**src/rtl/ads1675_ctrl_if.sv**
```systemverilog
// ============================================================================
// Module      : ads1675_ctrl_if
// Description : Pin and sample bundle between the ADS1675 controller and its
//               surroundings (converter pins, source stage, DNCDAQ datapath).
// Revision    : 1.0 - initial release
// ============================================================================
`default_nettype none

interface ads1675_ctrl_if #(
    parameter int DW = 24
);
    logic                 en;
    logic [2:0]           rate_sel;
    logic                 fpath_sel;
    logic                 ll_sel;
    logic                 cfg_update;
    logic signed [DW-1:0] in_data;
    logic                 in_valid;

    logic                 dr0;
    logic                 dr1;
    logic                 dr2;
    logic                 fpath;
    logic                 ll_cfg;
    logic                 lvds;
    logic                 clk_sel;
    logic                 cs_n;
    logic                 start;
    logic                 pown;
    logic signed [DW-1:0] data;
    logic                 valid;
    logic [2:0]           state;
    logic                 fault;
    logic [1:0]           retry_cnt;

    // master: the controller itself; slave: the environment driving it
    modport master (
        input  en, rate_sel, fpath_sel, ll_sel, cfg_update, in_data, in_valid,
        output dr0, dr1, dr2, fpath, ll_cfg, lvds, clk_sel, cs_n, start, pown,
               data, valid, state, fault, retry_cnt
    );

    modport slave (
        output en, rate_sel, fpath_sel, ll_sel, cfg_update, in_data, in_valid,
        input  dr0, dr1, dr2, fpath, ll_cfg, lvds, clk_sel, cs_n, start, pown,
               data, valid, state, fault, retry_cnt
    );
endinterface

`default_nettype wire

```
**src/rtl/ads1675_ctrl.sv**
```systemverilog
// ============================================================================
// Module      : ads1675_ctrl
// Description : ADS1675 power-up/config/start sequencer with settling-sample
//               drop, sample forwarding and a stall watchdog with retry/halt.
// Revision    : 1.0 - initial release
// ============================================================================
`default_nettype none

module ads1675_ctrl #(
    parameter int DW        = 24,
    parameter int PWR_CYC   = 4096,
    parameter int SETUP_CYC = 16,
    parameter int DROP      = 50,
    parameter int WD_CYC    = 256,
    parameter int MAX_RETRY = 3
) (
    input  wire logic      clk,
    input  wire logic      rst,
    ads1675_ctrl_if.master bus
);

    typedef enum logic [2:0] {
        ST_IDLE  = 3'd0,
        ST_PWRUP = 3'd1,
        ST_SETUP = 3'd2,
        ST_DROP  = 3'd3,
        ST_RUN   = 3'd4,
        ST_HALT  = 3'd5
    } state_t;

    localparam int c_TMR_MAX = (PWR_CYC > SETUP_CYC) ? PWR_CYC : SETUP_CYC;
    localparam int c_TMR_W   = (c_TMR_MAX > 1) ? $clog2(c_TMR_MAX) : 1;
    localparam int c_DROP_W  = (DROP > 0) ? $clog2(DROP + 1) : 1;
    localparam int c_WD_W    = (WD_CYC > 1) ? $clog2(WD_CYC) : 1;

    localparam logic [c_TMR_W-1:0]  c_PWR_LAST   = c_TMR_W'(PWR_CYC - 1);
    localparam logic [c_TMR_W-1:0]  c_SETUP_LAST = c_TMR_W'(SETUP_CYC - 1);
    localparam logic [c_DROP_W-1:0] c_DROP_FULL  = c_DROP_W'(DROP);
    localparam logic [c_WD_W-1:0]   c_WD_LAST    = c_WD_W'(WD_CYC - 1);
    localparam logic [1:0]          c_RETRY_MAX  = 2'(MAX_RETRY);

    state_t               r_state,  w_state_nxt;
    logic [c_TMR_W-1:0]   r_tmr,    w_tmr_nxt;
    logic [c_DROP_W-1:0]  r_drop,   w_drop_nxt;
    logic [c_WD_W-1:0]    r_wd,     w_wd_nxt;
    logic [1:0]           r_retry,  w_retry_nxt;
    logic [4:0]           r_cfg,    w_cfg_nxt;   // {ll_cfg, fpath, dr2, dr1, dr0}
    logic                 r_pown,   w_pown_nxt;
    logic                 r_start,  w_start_nxt;
    logic                 r_cs_n,   w_cs_n_nxt;
    logic                 r_fault,  w_fault_nxt;
    logic                 r_valid,  w_valid_nxt;
    logic signed [DW-1:0] r_data,   w_data_nxt;
    logic                 w_stall;
    logic [4:0]           w_cfg_in;

    assign w_cfg_in = {bus.ll_sel, bus.fpath_sel, bus.rate_sel};

    always_comb begin
        w_state_nxt = r_state;
        w_tmr_nxt   = r_tmr;
        w_drop_nxt  = r_drop;
        w_wd_nxt    = r_wd;
        w_retry_nxt = r_retry;
        w_cfg_nxt   = r_cfg;
        w_pown_nxt  = r_pown;
        w_start_nxt = r_start;
        w_cs_n_nxt  = r_cs_n;
        w_fault_nxt = r_fault;
        w_valid_nxt = 1'b0;
        w_data_nxt  = r_data;
        w_stall     = 1'b0;

        if ((r_state != ST_IDLE) && !bus.en) begin
            // Power-down overrides everything; config pins keep their value
            w_state_nxt = ST_IDLE;
            w_tmr_nxt   = '0;
            w_drop_nxt  = '0;
            w_wd_nxt    = '0;
            w_retry_nxt = '0;
            w_pown_nxt  = 1'b0;
            w_start_nxt = 1'b0;
            w_cs_n_nxt  = 1'b1;
            w_fault_nxt = 1'b0;
            w_data_nxt  = '0;
        end else begin
            case (r_state)
                ST_IDLE: begin
                    if (bus.en) begin
                        w_cfg_nxt   = w_cfg_in;
                        w_pown_nxt  = 1'b1;
                        w_fault_nxt = 1'b0;
                        w_retry_nxt = '0;
                        w_tmr_nxt   = '0;
                        w_state_nxt = ST_PWRUP;
                    end
                end
                ST_PWRUP: begin
                    if (r_tmr == c_PWR_LAST) begin
                        w_tmr_nxt   = '0;
                        w_cs_n_nxt  = 1'b0;
                        w_state_nxt = ST_SETUP;
                    end else begin
                        w_tmr_nxt = r_tmr + 1'b1;
                    end
                end
                ST_SETUP: begin
                    if (r_tmr == c_SETUP_LAST) begin
                        w_tmr_nxt   = '0;
                        w_start_nxt = 1'b1;
                        w_drop_nxt  = '0;
                        w_wd_nxt    = '0;
                        w_state_nxt = ST_DROP;
                    end else begin
                        w_tmr_nxt = r_tmr + 1'b1;
                    end
                end
                ST_DROP, ST_RUN: begin
                    w_stall = !bus.in_valid && (r_wd == c_WD_LAST);
                    if (bus.cfg_update) begin
                        w_cfg_nxt   = w_cfg_in;
                        w_start_nxt = 1'b0;
                        w_tmr_nxt   = '0;
                        w_wd_nxt    = '0;
                        w_state_nxt = ST_SETUP;
                    end else if (w_stall) begin
                        w_start_nxt = 1'b0;
                        w_tmr_nxt   = '0;
                        w_wd_nxt    = '0;
                        if (r_retry < c_RETRY_MAX) begin
                            w_retry_nxt = r_retry + 2'd1;
                            w_state_nxt = ST_SETUP;
                        end else begin
                            w_cs_n_nxt  = 1'b1;
                            w_fault_nxt = 1'b1;
                            w_state_nxt = ST_HALT;
                        end
                    end else begin
                        w_wd_nxt = bus.in_valid ? '0 : r_wd + 1'b1;
                        if (r_state == ST_DROP) begin
                            if (bus.in_valid && (r_drop != c_DROP_FULL)) begin
                                w_drop_nxt = r_drop + 1'b1;
                                // The pulse completing the count is still dropped
                                if ((r_drop + 1'b1) == c_DROP_FULL) begin
                                    w_retry_nxt = '0;
                                    w_state_nxt = ST_RUN;
                                end
                            end
                        end else begin
                            w_valid_nxt = bus.in_valid;
                            if (bus.in_valid) begin
                                w_data_nxt = bus.in_data;
                            end
                        end
                    end
                end
                ST_HALT: begin
                    w_start_nxt = 1'b0;
                    w_cs_n_nxt  = 1'b1;
                    w_pown_nxt  = 1'b1;
                    w_fault_nxt = 1'b1;
                end
                default: begin
                    w_state_nxt = ST_IDLE;
                end
            endcase
        end
    end

    always_ff @(posedge clk) begin
        if (rst) begin
            r_state <= ST_IDLE;
            r_tmr   <= '0;
            r_drop  <= '0;
            r_wd    <= '0;
            r_retry <= '0;
            r_cfg   <= '0;
            r_pown  <= 1'b0;
            r_start <= 1'b0;
            r_cs_n  <= 1'b1;
            r_fault <= 1'b0;
            r_valid <= 1'b0;
            r_data  <= '0;
        end else begin
            r_state <= w_state_nxt;
            r_tmr   <= w_tmr_nxt;
            r_drop  <= w_drop_nxt;
            r_wd    <= w_wd_nxt;
            r_retry <= w_retry_nxt;
            r_cfg   <= w_cfg_nxt;
            r_pown  <= w_pown_nxt;
            r_start <= w_start_nxt;
            r_cs_n  <= w_cs_n_nxt;
            r_fault <= w_fault_nxt;
            r_valid <= w_valid_nxt;
            r_data  <= w_data_nxt;
        end
    end

    assign bus.dr0       = r_cfg[0];
    assign bus.dr1       = r_cfg[1];
    assign bus.dr2       = r_cfg[2];
    assign bus.fpath     = r_cfg[3];
    assign bus.ll_cfg    = r_cfg[4];
    assign bus.lvds      = 1'b1;
    assign bus.clk_sel   = 1'b0;
    assign bus.cs_n      = r_cs_n;
    assign bus.start     = r_start;
    assign bus.pown      = r_pown;
    assign bus.data      = r_data;
    assign bus.valid     = r_valid;
    assign bus.state     = r_state;
    assign bus.fault     = r_fault;
    assign bus.retry_cnt = r_retry;

endmodule

`default_nettype wire

```
**src/flat_wrapper.sv**
```systemverilog
// flat-port wrapper written by rule: the top's interface ports become plain ports
module ads1675_ctrl_flat 
#(
    parameter int DW        = 24,
    parameter int PWR_CYC   = 4096,
    parameter int SETUP_CYC = 16,
    parameter int DROP      = 50,
    parameter int WD_CYC    = 256,
    parameter int MAX_RETRY = 3
)
  (clk, rst, bus_en, bus_rate_sel, bus_fpath_sel, bus_ll_sel, bus_cfg_update, bus_in_data, bus_in_valid, bus_dr0, bus_dr1, bus_dr2, bus_fpath, bus_ll_cfg, bus_lvds, bus_clk_sel, bus_cs_n, bus_start, bus_pown, bus_data, bus_valid, bus_state, bus_fault, bus_retry_cnt);
  ads1675_ctrl_if #(.DW(DW)) bus_i ();
  input  wire logic clk;
  input  wire logic rst;
  input wire logic [$bits(bus_i.en)-1:0] bus_en;
  input wire logic [$bits(bus_i.rate_sel)-1:0] bus_rate_sel;
  input wire logic [$bits(bus_i.fpath_sel)-1:0] bus_fpath_sel;
  input wire logic [$bits(bus_i.ll_sel)-1:0] bus_ll_sel;
  input wire logic [$bits(bus_i.cfg_update)-1:0] bus_cfg_update;
  input wire logic [$bits(bus_i.in_data)-1:0] bus_in_data;
  input wire logic [$bits(bus_i.in_valid)-1:0] bus_in_valid;
  output wire logic [$bits(bus_i.dr0)-1:0] bus_dr0;
  output wire logic [$bits(bus_i.dr1)-1:0] bus_dr1;
  output wire logic [$bits(bus_i.dr2)-1:0] bus_dr2;
  output wire logic [$bits(bus_i.fpath)-1:0] bus_fpath;
  output wire logic [$bits(bus_i.ll_cfg)-1:0] bus_ll_cfg;
  output wire logic [$bits(bus_i.lvds)-1:0] bus_lvds;
  output wire logic [$bits(bus_i.clk_sel)-1:0] bus_clk_sel;
  output wire logic [$bits(bus_i.cs_n)-1:0] bus_cs_n;
  output wire logic [$bits(bus_i.start)-1:0] bus_start;
  output wire logic [$bits(bus_i.pown)-1:0] bus_pown;
  output wire logic [$bits(bus_i.data)-1:0] bus_data;
  output wire logic [$bits(bus_i.valid)-1:0] bus_valid;
  output wire logic [$bits(bus_i.state)-1:0] bus_state;
  output wire logic [$bits(bus_i.fault)-1:0] bus_fault;
  output wire logic [$bits(bus_i.retry_cnt)-1:0] bus_retry_cnt;
  assign bus_i.en = bus_en;
  assign bus_i.rate_sel = bus_rate_sel;
  assign bus_i.fpath_sel = bus_fpath_sel;
  assign bus_i.ll_sel = bus_ll_sel;
  assign bus_i.cfg_update = bus_cfg_update;
  assign bus_i.in_data = bus_in_data;
  assign bus_i.in_valid = bus_in_valid;
  assign bus_dr0 = bus_i.dr0;
  assign bus_dr1 = bus_i.dr1;
  assign bus_dr2 = bus_i.dr2;
  assign bus_fpath = bus_i.fpath;
  assign bus_ll_cfg = bus_i.ll_cfg;
  assign bus_lvds = bus_i.lvds;
  assign bus_clk_sel = bus_i.clk_sel;
  assign bus_cs_n = bus_i.cs_n;
  assign bus_start = bus_i.start;
  assign bus_pown = bus_i.pown;
  assign bus_data = bus_i.data;
  assign bus_valid = bus_i.valid;
  assign bus_state = bus_i.state;
  assign bus_fault = bus_i.fault;
  assign bus_retry_cnt = bus_i.retry_cnt;
  ads1675_ctrl #(.DW(DW), .PWR_CYC(PWR_CYC), .SETUP_CYC(SETUP_CYC), .DROP(DROP), .WD_CYC(WD_CYC), .MAX_RETRY(MAX_RETRY)) u_core (.clk(clk), .rst(rst), .bus(bus_i));
endmodule
```
**config.mk**
```make
export PLATFORM = sky130hd
export DESIGN_NAME = ads1675_ctrl_flat
export DESIGN_NICKNAME = d
export VERILOG_FILES = /design/src/rtl/ads1675_ctrl_if.sv /design/src/rtl/ads1675_ctrl.sv /design/src/flat_wrapper.sv
export SDC_FILE = /design/constraint.sdc
export NUM_CORES = 1
export LEC_CHECK = 0
export BUFFER_PORTS_ARGS = -buffer_cell sky130_fd_sc_hd__buf_2
export CELL_PAD_IN_SITES_DETAIL_PLACEMENT = 1
export CELL_PAD_IN_SITES_GLOBAL_PLACEMENT = 1
export CORE_MARGIN = 3
export CORE_UTILIZATION = 25
export DETAILED_ROUTE_END_ITERATION = 6
export GPL_TIMING_DRIVEN = 0
export PLACE_DENSITY = 0.64
export SLEW_MARGIN = 20
export SYNTH_ARGS = -nofsm -noshare
export SYNTH_HDL_FRONTEND = slang
export SYNTH_SLANG_ARGS = --single-unit
```
**constraint.sdc**
```tcl
create_clock -name clk -period 3.67 [get_ports clk]
set_clock_uncertainty 0.2 [all_clocks]
set_input_delay 0.1835 -clock clk [delete_from_list [all_inputs] [get_ports clk]]
set_output_delay 0.1835 -clock clk [all_outputs]
set_load 0.005 [all_outputs]
```
== Word-level counts from Yosys, hierarchy flattened ==
Index checks and enable logic that the tools add are counted.
Cells by class
  add/sub/neg operators: 4
  $lt $le $gt $ge: 1
  eq/ne operators: 28
  multiplexer cells: 51
  bitwise operators: 6
  reduce and logical (&&, ||, !) cells: 28
Operators with widths (count)
  two-way mux 12 bit: 5
  case mux 12 bit (4 select lines): 1
  two-way mux 8 bit: 4
  two-way mux 6 bit: 5
  two-way mux 3 bit: 9
  case mux 8 bit (2 select lines): 1
  case mux 3 bit (5 select lines): 1
  AND reduction 5 bit: 3
  two-way mux 2 bit: 7
  AND reduction 7 bit: 2
  adder 12 x 1 -> 12 bit, second input constant: 1
  == test 12 bit, second input constant: 1
  == test 12 x 4 -> 1 bit, second input constant: 1
  inequality test 4 x 2 -> 1 bit, second input constant: 3
  case mux 6 bit (2 select lines): 1
  nonzero test 3 bit: 4
  two-way mux 5 bit: 2
  inequality test 2 x 1 -> 1 bit, second input constant: 5
  inequality test 2 bit, second input constant: 5
  case mux 5 bit (2 select lines): 1
  two-way mux 1 bit: 9
  inequality test 3 x 1 -> 1 bit, second input constant: 3
  case mux 1 bit (3 select lines): 3
  adder 8 x 1 -> 8 bit, second input constant: 1
  25 further kinds: 40
Storage, ports and cells
  bits in registers: 65
  input port bits: 34
  output and inout port bits: 41

== Longest topological paths before layout ==
Gate-level depths: netlist of the first run.
  depth in word-level cells: 8
  depth in mapped cells: 8
  mapped depth without buffers: 8

== Least setup slack after synthesis of the first run ==
Ideal clock, no wire load.
  kind: flip-flop to flip-flop
  from: reg u_core.r_drop[1]
  to: reg u_core.r_state[1] (netlist: u_core.bus.state[1])
  library setup time: 0.117 ns
  arrival: 2.005 ns
  required time: 3.353 ns
  path slack: 1.348 ns
  cell stages (with the launch flop): 9
  period minus slack after synthesis: 2.322 ns
  cells stage by stage: dfxtp_1 -> ha_1 -> clkbuf_1 -> xnor2_1 -> a2bb2oi_1 -> or3_1 -> o21ai_0 -> o211ai_1 -> a32o_1
Between the ends
  longest elaborated chain between the ends: 4
  elaborated cells between the ends (all ways): 7
  classes of those cells: add/sub (1); eq/ne (4); reduce/logical (2)
Ends and longest elaborated chain
  start: declaration: line ads1675_ctrl.sv:44  | logic [c_DROP_W-1:0] r_drop, w_drop_nxt;
  start signal: assignment: line ads1675_ctrl.sv:187  | r_drop <= w_drop_nxt;
  adder 6 x 1 -> 6 bit / inequality test 6 bit (equally long branches): line ads1675_ctrl.sv:144, ads1675_ctrl.sv:141
  == test 6 bit / logical AND 1 bit (equally long branches): line ads1675_ctrl.sv:144, ads1675_ctrl.sv:141
  inequality test 4 x 2 -> 1 bit (no line)
  AND reduction 7 bit (no line) (*)
  end signal: assignment: line ads1675_ctrl.sv:185  | r_state <= w_state_nxt;
  end: declaration: line ads1675_ctrl.sv:42  | state_t r_state, w_state_nxt;
Mark *: on every way between the ends. The rest lies on a longest branch, timed or not.
A chain may end at the register's enable or synchronous reset.

== Final worst setup path of the first run ==
Same ends and word-level chain as after synthesis.

==> results.tsv, run 1 <==
stage	metric	value	unit
synth	syn_nets	435	
timing	TNS Setup	0	ns
detailed_routing	iteration count of the initial detailed-routing pass	4	
synth	count of flip-flops with a built-in enable after synthesis	0	
pwr	Tot Pwr	0.00213	W
synth	Most used DFF post-synth	dfxtp_1	
outcome	outcome	finished clean	
clocking	Setup Fix Bufs, Post-CTS	0	
critical_path	Critical Path RT	3.70	ns
layout	Post-Layout Cell Count	678	
critical_path	Crit-path slowest cell	dfxtp_1	
timing	Slew Limit Fails	0	
die	Core Box Area	12100	µm²
die	initial core utilization	25.7	%
synth	synth top area cells	dfxtp_1, nand2_1, a21oi_1	
die	die extent in x	117	µm
clocking	CTS Buf Count	9	
pwr	Clock power frac	41.5	%
grt	gr ovfl total	0	
clocking	Resized cells post-CTS	0	
detailed_routing	total vias in the final route	3123	
layout	ratio of cells with drive above 1 in the final layout	19.2	%
timing	endpoints failing setup	0	
detailed_routing	DR iter-0 viols	140	
critical_path	cell family with most CP delay	compound AO/OA/AOI/OAI gates	
detailed_routing	# DRC	0	
synth	share of the synthesized area in the top cell type	41.9	%
clocking	CTS sink count	65	
min_path	Hold Path Class	input port to flip-flop	
synth	register area share after synthesis	41.9	%
place	PortBufs	70	
pwr	PwrDens	500	nW/µm²
timing	max_slew headroom	53.8	%
pwr	P_int	0.00151	W
clocking	Clock Pin Slew Worst Setup and Hold Paths	0.05	ns
grt	largest net degree at the start of global routing	11	
critical_path	crit path DAT	2.75	ns
clocking	H-Tree Depth	3	
timing	Hold Violations, Final	0	
critical_path	crit end category	flip-flop	
layout	# diodes	0	
job	MaxCap Viol Count	0	
place	Final GP Congestion	0.772	
synth	number of synthesized register bits	65	
layout	Final #Nets	545	
synth	Unique masters post-synth	53	
timing	post-layout minimum cycle time	2.72	ns
critical_path	CP cell instances	ha_1 -> clkbuf_1 -> xnor2_1 -> a2bb2oi_1 -> or3_1 -> o21ai_0 -> o211ai_1 -> a32o_1	
die	# IOs	75	
place	post-place setup slack	0.988	ns
detailed_routing	WL/cell	13.8	µm
layout	Area Overhead vs Synth	37.3	%
critical_path	Crit Path Max Fanout	7	
grt	Total GRT Usage	14.1	%
synth	synth warn	0	
timing	fin crit share	74.1	%
die	Die Y-Extent	117	µm
place	dpl cells	633	
synth	cell count after synthesis	395	
grt	first-pass GRT wire length	16000	µm
pwr	Peak VDD IR	252	µV
detailed_routing	WL final	9320	µm
grt	initial antenna violation count	0	
synth	cell area after synthesis	3110	µm²
clocking	CTS tree	yes	
timing	worst-margin pin slew	0.687	ns
die	Placement Rows	40	
clocking	clock insertion delay at the later pin of the skew report	0.34	ns
pwr	Pleak	1.64	nW
pwr	switch share	29.3	%
timing	post-route setup slack	0.950	ns
place	post-DP HPWL	6640	µm
critical_path	Buf/Inv on CP	1	
timing	RSZ-0062 raised after global routing	false	
detailed_routing	Final ANT Viol Nets	0	
pwr	Flop pwr share	36.1	%
timing	f_max	368	MHz
die	Die Area	13800	µm²
layout	FILL cells	1447	
synth	Post-Syn Area per Cell	7.86	µm²
critical_path	kind of critical path	flip-flop to flip-flop	
critical_path	max incr delay on CP	0.47	ns
clocking	Bufs on Longest Clock Path	2	
pwr	Net Switching	0.000624	W
synth	Async SR Flop Fraction	0	%
detailed_routing	vias per std cell	4.61	
critical_path	startpoint types	flip-flop	
pwr	Comb power frac	22.3	%
clocking	root buf cell	clkbuf_16	
synth	cell taking the most area after synthesis	dfxtp_1	
grt	vias in the first global route	3338	
-- routing by layer --
metal	share of wire, %	track usage, %	vias to the layer above
met5	0	0	-
met4	1.6	6.45	0
met3	4.4	3.22	8
met2	51	25.2	49
met1	43	15.9	1486
li1	-	-	1580
-- cells in the final DEF, fill, tap and decap left out, drive strengths merged, types with 3 or more instances in the layout --
cell / count
ha: 6
xnor2: 17
dfxtp: 65
or3: 5
mux2i: 9
nor2: 48
nand2b: 6
nor3b: 3
a31oi: 3
a21oi: 38
o21ai: 15
inv: 10
nor3: 19
nand2: 74
buf: 74
o211ai: 3
nand3: 9
clkbuf: 31
nor4: 3
dlygate4sd3: 29
-- final timing paths --
| kind | from | to | slack, ns | cells past startpoint |
|---|---|---|---|---|
| max | u_core.r_drop[1]$_SDFFE_PP0P_ | u_core.bus.state[1]$_SDFFE_PP0P_ | 0.95 | 8 |
| min | rst | u_core.r_cfg[3]$_SDFFE_PP0P_ | 0.005 | 2 |
| max reg2reg | u_core.r_drop[1]$_SDFFE_PP0P_ | u_core.bus.state[1]$_SDFFE_PP0P_ | 0.95 | 8 |
| min reg2reg | u_core.bus.data[21]$_SDFFE_PP0P_ | u_core.bus.data[21]$_SDFFE_PP0P_ | 0.25 | 2 |
-- through the flow --
step                      utilization [%]  hold slack, ns  instance area [µm²]
after floorplan                         -           0.119                 3110
after global placement               30.4           0.222                 3670
after global routing                 35.4          0.0642                 4270
after CTS                            35.4          0.0154                 4270
after detailed placement             30.4           0.231                 3670
final                                35.4         0.00487                 4270
-- sequential cells by signal, summed over array words and instances (netlist names) --
register and count:
u_core.r_wd 8, u_core.r_drop 6, u_core.bus.data 24, u_core.bus.pown 1, u_core.r_tmr 12, u_core.bus.fault 1, u_core.r_cfg 5, u_core.bus.state 3
u_core.bus.start 1, u_core.bus.valid 1, u_core.bus.cs_n 1, u_core.bus.retry_cnt 2
-- layout make-up --
cell class                      count  area [µm²]  share of cell area (%)
Buffer                             21        87.6                    2.05
Timing Repair Buffer               99         641                    15.0
Clock buffer                       14         274                    6.42
Tap cell                          168         210                    4.93
Clock inverter                      2        35.0                   0.821
Inverter                           10        37.5                   0.880
Sequential cell                    65        1300                    30.5
Multi-Input combinational cell    299        1680                    39.4
-- cells by family (layout without fill, tap and decap cells) --
family,after synthesis,after routing,share of synthesized area [%]
other cells,2,2,0.242
mux,9,9,2.90
xor+xnor,19,19,5.36
compound gates,76,76,15.1
simple gates,187,187,28.1
fa+ha+maj,6,6,2.42
flops,65,65,41.9
buf+inv,31,146,4.03
-- cells in the mapped netlist, drive strengths merged (2+ instances only) --
cell / instances
or2: 2
nand3: 9
nand2: 74
nor2: 48
dfxtp: 65
ha: 6
nand2b: 6
o211ai: 3
xor2: 2
clkbuf: 17
buf: 4
o21a: 2
or3: 5
a21oi: 38
a211oi: 2
nor4: 3
and4: 2
a31oi: 3
or4: 2
and2: 2
nor2b: 2
nand4: 2
mux2i: 9
nor3: 19
a41oi: 2
o21ai: 15
or4b: 2
conb: 2
and3: 2
inv: 10
xnor2: 17
nor3b: 3
nand3b: 2
-- power by group through the flow --
stage | Combinational, W | Sequential, W | Clock (W)
after detailed placement | 0.000454 | 0.000785 | 0
after floorplan | 0.000308 | 0.000783 | 0
after CTS | 0.000481 | 0.000771 | 0.000911
final | 0.000477 | 0.000771 | 0.000886
after global placement | 0.000447 | 0.000782 | 0
after global routing | 0.000534 | 0.000777 | 0.000938
-- timing repair --
item	CTS	global route
endpoints found under the setup margin	0	0
hold endpoints to repair	29	0
hold buffers	29	0
Power figures use the tool's default switching activity.
==> run 2, diff against run 1 <==
Clock period 3.67 ns to 2.73 ns, I/O delays scaled along.
==> results.tsv, run 2 (synthesis results as in run 1) <==
stage	metric	value	unit
critical_path	Worst setup startpoint	u_core.r_drop[1]$_SDFFE_PP0P_	
grt	vias in the first global route	3367	
die	die extent in x	117	µm
timing	max_slew headroom	59.1	%
detailed_routing	# DRC	0	
timing	Hold Violations, Final	0	
detailed_routing	WL/cell	13.8	µm
critical_path	Crit-path slowest cell	dfxtp_1	
detailed_routing	Final ANT Viol Nets	0	
min_path	Hold Path Stages	3	
critical_path	Buf/Inv on CP	1	
pwr	PwrDens	672	nW/µm²
outcome	outcome	finished clean	
timing	fin crit share	93.8	%
critical_path	CP cell instances	ha_1 -> clkbuf_1 -> xnor2_1 -> a2bb2oi_1 -> or3_1 -> o21ai_1 -> o211ai_1 -> a32o_1	
grt	Total GRT Usage	14.2	%
critical_path	Critical Path RT	2.76	ns
clocking	clock insertion delay at the later pin of the skew report	0.34	ns
layout	# diodes	0	
critical_path	max incr delay on CP	0.47	ns
grt	largest net degree at the start of global routing	11	
clocking	H-Tree Depth	3	
min_path	WHS Endpoint	u_core.r_wd[6]$_SDFFE_PP0P_	
layout	FILL cells	1451	
clocking	root buf cell	clkbuf_16	
grt	first-pass GRT wire length	16100	µm
detailed_routing	WL final	9400	µm
critical_path	crit path DAT	2.59	ns
critical_path	RR Startpoint	u_core.r_drop[1]$_SDFFE_PP0P_	
layout	ratio of cells with drive above 1 in the final layout	20.5	%
place	Final GP Congestion	0.772	
place	PortBufs	70	
die	Core Box Area	12100	µm²
detailed_routing	vias per std cell	4.61	
clocking	CTS sink count	65	
critical_path	R2R depth	8	
grt	gr ovfl total	0	
critical_path	kind of critical path	flip-flop to flip-flop	
detailed_routing	iteration count of the initial detailed-routing pass	4	
min_path	Hold Path Class	input port to flip-flop	
min_path	Hold Path Origin	bus_in_valid	
die	# IOs	75	
critical_path	startpoint types	flip-flop	
timing	Hold Slack	0.0250	ns
layout	number of flip-flops in the largest register	24	
critical_path	FF-to-FF End	u_core.bus.state[1]$_SDFFE_PP0P_	
timing	post-layout minimum cycle time	2.56	ns
grt	initial antenna violation count	0	
clocking	CTS Buf Count	9	
clocking	Setup Fix Bufs, Post-CTS	0	
layout	register area	1300	µm²
timing	worst-margin pin slew	0.611	ns
clocking	CTS tree	yes	
critical_path	cell family with most CP delay	compound AO/OA/AOI/OAI gates	
die	initial core utilization	25.7	%
layout	Area Overhead vs Synth	38.6	%
timing	post-route setup slack	0.169	ns
timing	f_max	390	MHz
timing	TNS Setup	0	ns
clocking	Clock Pin Slew Worst Setup and Hold Paths	0.05	ns
die	Die Area	13800	µm²
pwr	Pleak	1.66	nW
critical_path	crit end category	flip-flop	
pwr	Peak VDD IR	343	µV
timing	endpoints failing setup	0	
critical_path	R2R Setup Slk	0.17	ns
timing	Slew Limit Fails	0	
die	Die Y-Extent	117	µm
place	post-DP HPWL	6640	µm
critical_path	Crit Path Max Fanout	7	
detailed_routing	total vias in the final route	3128	
clocking	Bufs on Longest Clock Path	2	
layout	most common cell after layout, fill and taps aside	nand2_1	
layout	multi-input gate area in the final layout	1710	µm²
place	post-place setup slack	0.0480	ns
job	MaxCap Viol Count	0	
timing	RSZ-0062 raised after global routing	true	
detailed_routing	DR iter-0 viols	124	
layout	Final #Nets	546	
layout	commonest non-fill, non-tap cells in the layout	nand2_1, buf_2, dfxtp_1, nor2_1, a21oi_1	
die	Placement Rows	40	
==> run 2: worst max-delay path by stage <==
| stage | cells after the start | end | slack (ns) |
|---|---|---|---|
| after CTS | 8 | u_core.bus.state[1]$_SDFFE_PP0P_ | 0.03 |
| after floorplan | 8 | u_core.bus.state[1]$_SDFFE_PP0P_ | 0.41 |
| after detailed placement | 8 | u_core.bus.state[1]$_SDFFE_PP0P_ | 0.05 |
| after global routing | 7 | u_core.r_tmr[9]$_SDFFE_PP0P_ | -0.008 |
| after global placement | 7 | u_core.r_tmr[1]$_SDFFE_PP0P_ | 0.04 |
| final | 8 | u_core.bus.state[1]$_SDFFE_PP0P_ | 0.17 |
==> run 2: area by class of cell <==
type / count / share of cell area (%)
multi-input cells: 299 / 39.6
flip-flops and latches: 65 / 30.2
repair buffers: 100 / 15.1
clock buffers: 14 / 6.37
well taps: 168 / 4.88
plain buffers: 21 / 2.09
inverters: 10 / 0.872
clock inverters: 2 / 0.814
==> run 2: timing repair <==
| item | CTS | global route |
|---|---|---|
| setup endpoints to repair | 0 | 20 |
| gates resized for setup | 0 | 11 |
| endpoints found under the hold margin | 30 | 0 |
| hold buffers | 30 | 0 |
==> run 2: where the power goes <==
part,switching (W),internal (W)
Sequential,0.0000411,0.000998
Clock,0.000410,0.000780
Combinational,0.000402,0.000259
Total,0.000853,0.00204
==> run 2: worst register-to-register path, delay by kind of cell (launching register included) <==
kind / cells / cell delay [ns]
adders and majority gates: 1 / 0.20
xor gates and xnor gates: 1 / 0.10
AOI/OAI and AO/OA: 4 / 0.87
buffers and inverters: 1 / 0.24
DFF: 1 / 0.47
and+or+nand+nor: 1 / 0.38
==> run 2: metal layers <==
metal  up-vias  global-route usage [%]  part of all wire (%)
li1       1581                       -                     -
met1      1485                    15.9                    43
met2        54                    25.5                    51
met3         8                    3.27                   4.6
met4         0                    6.45                   1.6
met5         -                       0                     0
==> run 2: metrics by stage <==
stage                     total power [W]  cells  area (µm²)  util [%]
after floorplan                   0.00147    395        3110         -
after global placement            0.00165    633        3670      30.4
after detailed placement          0.00167    633        3670      30.4
after CTS                         0.00291    679        4280      35.4
after global routing              0.00305    679        4300      35.7
final                             0.00289    679        4300      35.7
==> run 3, diff against run 2 <==
Settings changed: CORE_UTILIZATION 25 to 38, PLACE_DENSITY 0.64 to 0.87.
==> results.tsv, run 3 (synthesis results as in run 1) <==
stage	metric	value	unit
outcome	outcome	finished clean	
detailed_routing	Final ANT Viol Nets	0	
timing	f_max	381	MHz
place	Final GP Congestion	0.910	
clocking	CTS tree	yes	
detailed_routing	iteration count of the initial detailed-routing pass	4	
detailed_routing	# DRC	0	
die	Placement Rows	32	
min_path	WHS Endpoint	u_core.r_wd[6]$_SDFFE_PP0P_	
clocking	CTS Buf Count	9	
critical_path	Critical Path RT	2.76	ns
layout	# diodes	0	
critical_path	Crit Path Max Fanout	4	
grt	gr ovfl total	0	
die	# IOs	75	
critical_path	R2R depth	6	
die	die extent in x	96.4	µm
layout	ratio of cells with drive above 1 in the final layout	21.1	%
grt	largest net degree at the start of global routing	11	
critical_path	kind of critical path	flip-flop to flip-flop	
pwr	PwrDens	636	nW/µm²
min_path	Hold Path Origin	bus_in_valid	
pwr	Peak VDD IR	230	µV
grt	met1 usage	24.5	%
grt	Total GRT Usage	23.0	%
detailed_routing	WL final	10800	µm
clocking	root buf cell	clkbuf_8	
timing	Slew Limit Fails	0	
critical_path	crit end category	flip-flop	
timing	endpoints failing setup	0	
min_path	Hold Path Class	input port to flip-flop	
layout	most common cell after layout, fill and taps aside	nand2_1	
detailed_routing	WL/cell	17.4	µm
critical_path	RR Startpoint	u_core.r_wd[0]$_SDFFE_PP0P_	
clocking	H-Tree Depth	3	
critical_path	R2R Setup Slk	0.11	ns
layout	register area	1300	µm²
critical_path	startpoint types	flip-flop	
die	Die Area	9290	µm²
grt	met3 GRT Util	5.11	%
detailed_routing	DR iter-0 viols	127	
clocking	Clock Pin Slew Worst Setup and Hold Paths	0.07	ns
die	initial core utilization	39.6	%
die	Core Box Area	7850	µm²
grt	first-pass GRT wire length	16500	µm
clocking	Bufs on Longest Clock Path	2	
grt	initial antenna violation count	0	
place	post-place setup slack	0.0477	ns
timing	fin crit share	96.1	%
grt	Most Crowded Layer GR	met2	
grt	met2 Track Usage GR	42.6	%
grt	vias in the first global route	3416	
layout	multi-input gate area in the final layout	1700	µm²
place	PortBufs	70	
layout	number of flip-flops in the largest register	24	
layout	Post-Layout Cell Count	619	
job	MaxCap Viol Count	0	
timing	TNS Setup	0	ns
pwr	Pleak	1.66	nW
place	dpl cells	567	
layout	commonest non-fill, non-tap cells in the layout	nand2_1, buf_2, dfxtp_1, nor2_1, a21oi_1	
detailed_routing	total vias in the final route	3355	
critical_path	FF-to-FF End	u_core.bus.cs_n$_SDFFE_PP1P_	
critical_path	crit path DAT	2.65	ns
clocking	CTS sink count	65	
clocking	clock insertion delay at the later pin of the skew report	0.35	ns
die	Die Y-Extent	96.4	µm
timing	Hold Violations, Final	0	
timing	post-layout minimum cycle time	2.62	ns
layout	Final #Nets	552	
timing	post-route setup slack	0.105	ns
timing	worst-margin pin slew	0.660	ns
timing	RSZ-0062 raised after global routing	false	
timing	max_slew headroom	55.8	%
min_path	Hold Path Stages	3	
detailed_routing	vias per std cell	5.42	
layout	FILL cells	967	
pwr	Tot Pwr	0.00266	W
place	post-DP HPWL	6400	µm
layout	Area Overhead vs Synth	35.0	%
[run 3: changes by cell type in the layout (fill, tap and decap cells not counted), sizes merged]
cell         before  now
buf              74   77
clkinv            1    0
dlygate4sd3      30   34
[run 3: timing repair]
action,4_1_cts,5_1_grt
buffers inserted,0,3
hold endpoints to repair,30,0
hold buffers,34,0
endpoints found under the setup margin,0,30
resized for setup,0,12
[run 3: how the worst max path moves through the flow]
| stage | startpoint | endpoint | slack, ns | cells after the start |
|---|---|---|---|---|
| after floorplan | u_core.r_drop[1]$_SDFFE_PP0P_ | u_core.bus.state[1]$_SDFFE_PP0P_ | 0.41 | 8 |
| after global placement | u_core.r_drop[1]$_SDFFE_PP0P_ | u_core.bus.state[1]$_SDFFE_PP0P_ | 0.14 | 8 |
| after detailed placement | u_core.bus.state[1]$_SDFFE_PP0P_ | u_core.r_tmr[3]$_SDFFE_PP0P_ | 0.05 | 7 |
| after CTS | u_core.bus.state[1]$_SDFFE_PP0P_ | u_core.r_tmr[3]$_SDFFE_PP0P_ | 0.01 | 7 |
| after global routing | u_core.r_wd[0]$_SDFFE_PP0P_ | u_core.bus.cs_n$_SDFFE_PP1P_ | 0.0004 | 6 |
| final | u_core.r_wd[0]$_SDFFE_PP0P_ | u_core.bus.cs_n$_SDFFE_PP1P_ | 0.11 | 6 |
[run 3: worst max-delay path, cell delays in order, from the launching register on]
cell	delay [ns]
dfxtp_1	0.38
ha_1	0.21
nand2_1	0.13
or4b_2	0.74
nand3b_1	0.29
a2111oi_1	0.41
o21ai_0	0.15
[run 3: routing by layer]
metal	up-vias	share of wire, %
li1	1588	-
met1	1620	38
met2	121	54
met3	26	6.0
met4	0	2.2
met5	-	0
[run 3: cell type report]
type,instances,share of cell area (%)
Buffer,20,2.06
Inverter,10,0.896
Clock inverter,1,0.716
Timing Repair Buffer,107,17.0
Multi-Input combinational cell,299,40.5
Clock buffer,15,4.69
Tap cell,102,3.04
Sequential cell,65,31.1
[run 3: stage by stage]
step	cell area, µm²	utilization [%]	hold WS [ns]
floorplan	3110	-	0.0725
global placement	3580	45.7	0.172
detailed placement	3580	45.7	0.184
CTS	4150	52.9	0.00493
global route	4190	53.4	0.0475
finish	4190	53.4	0.0170
[run 3: power breakdown]
| group | leakage [nW] | internal, W | switching (W) | total (W) |
|---|---|---|---|---|
| Sequential | 0.525 | 0.000997 | 0.0000588 | 0.00106 |
| Combinational | 1.01 | 0.000272 | 0.000412 | 0.000684 |
| Clock | 0.116 | 0.000548 | 0.000377 | 0.000925 |
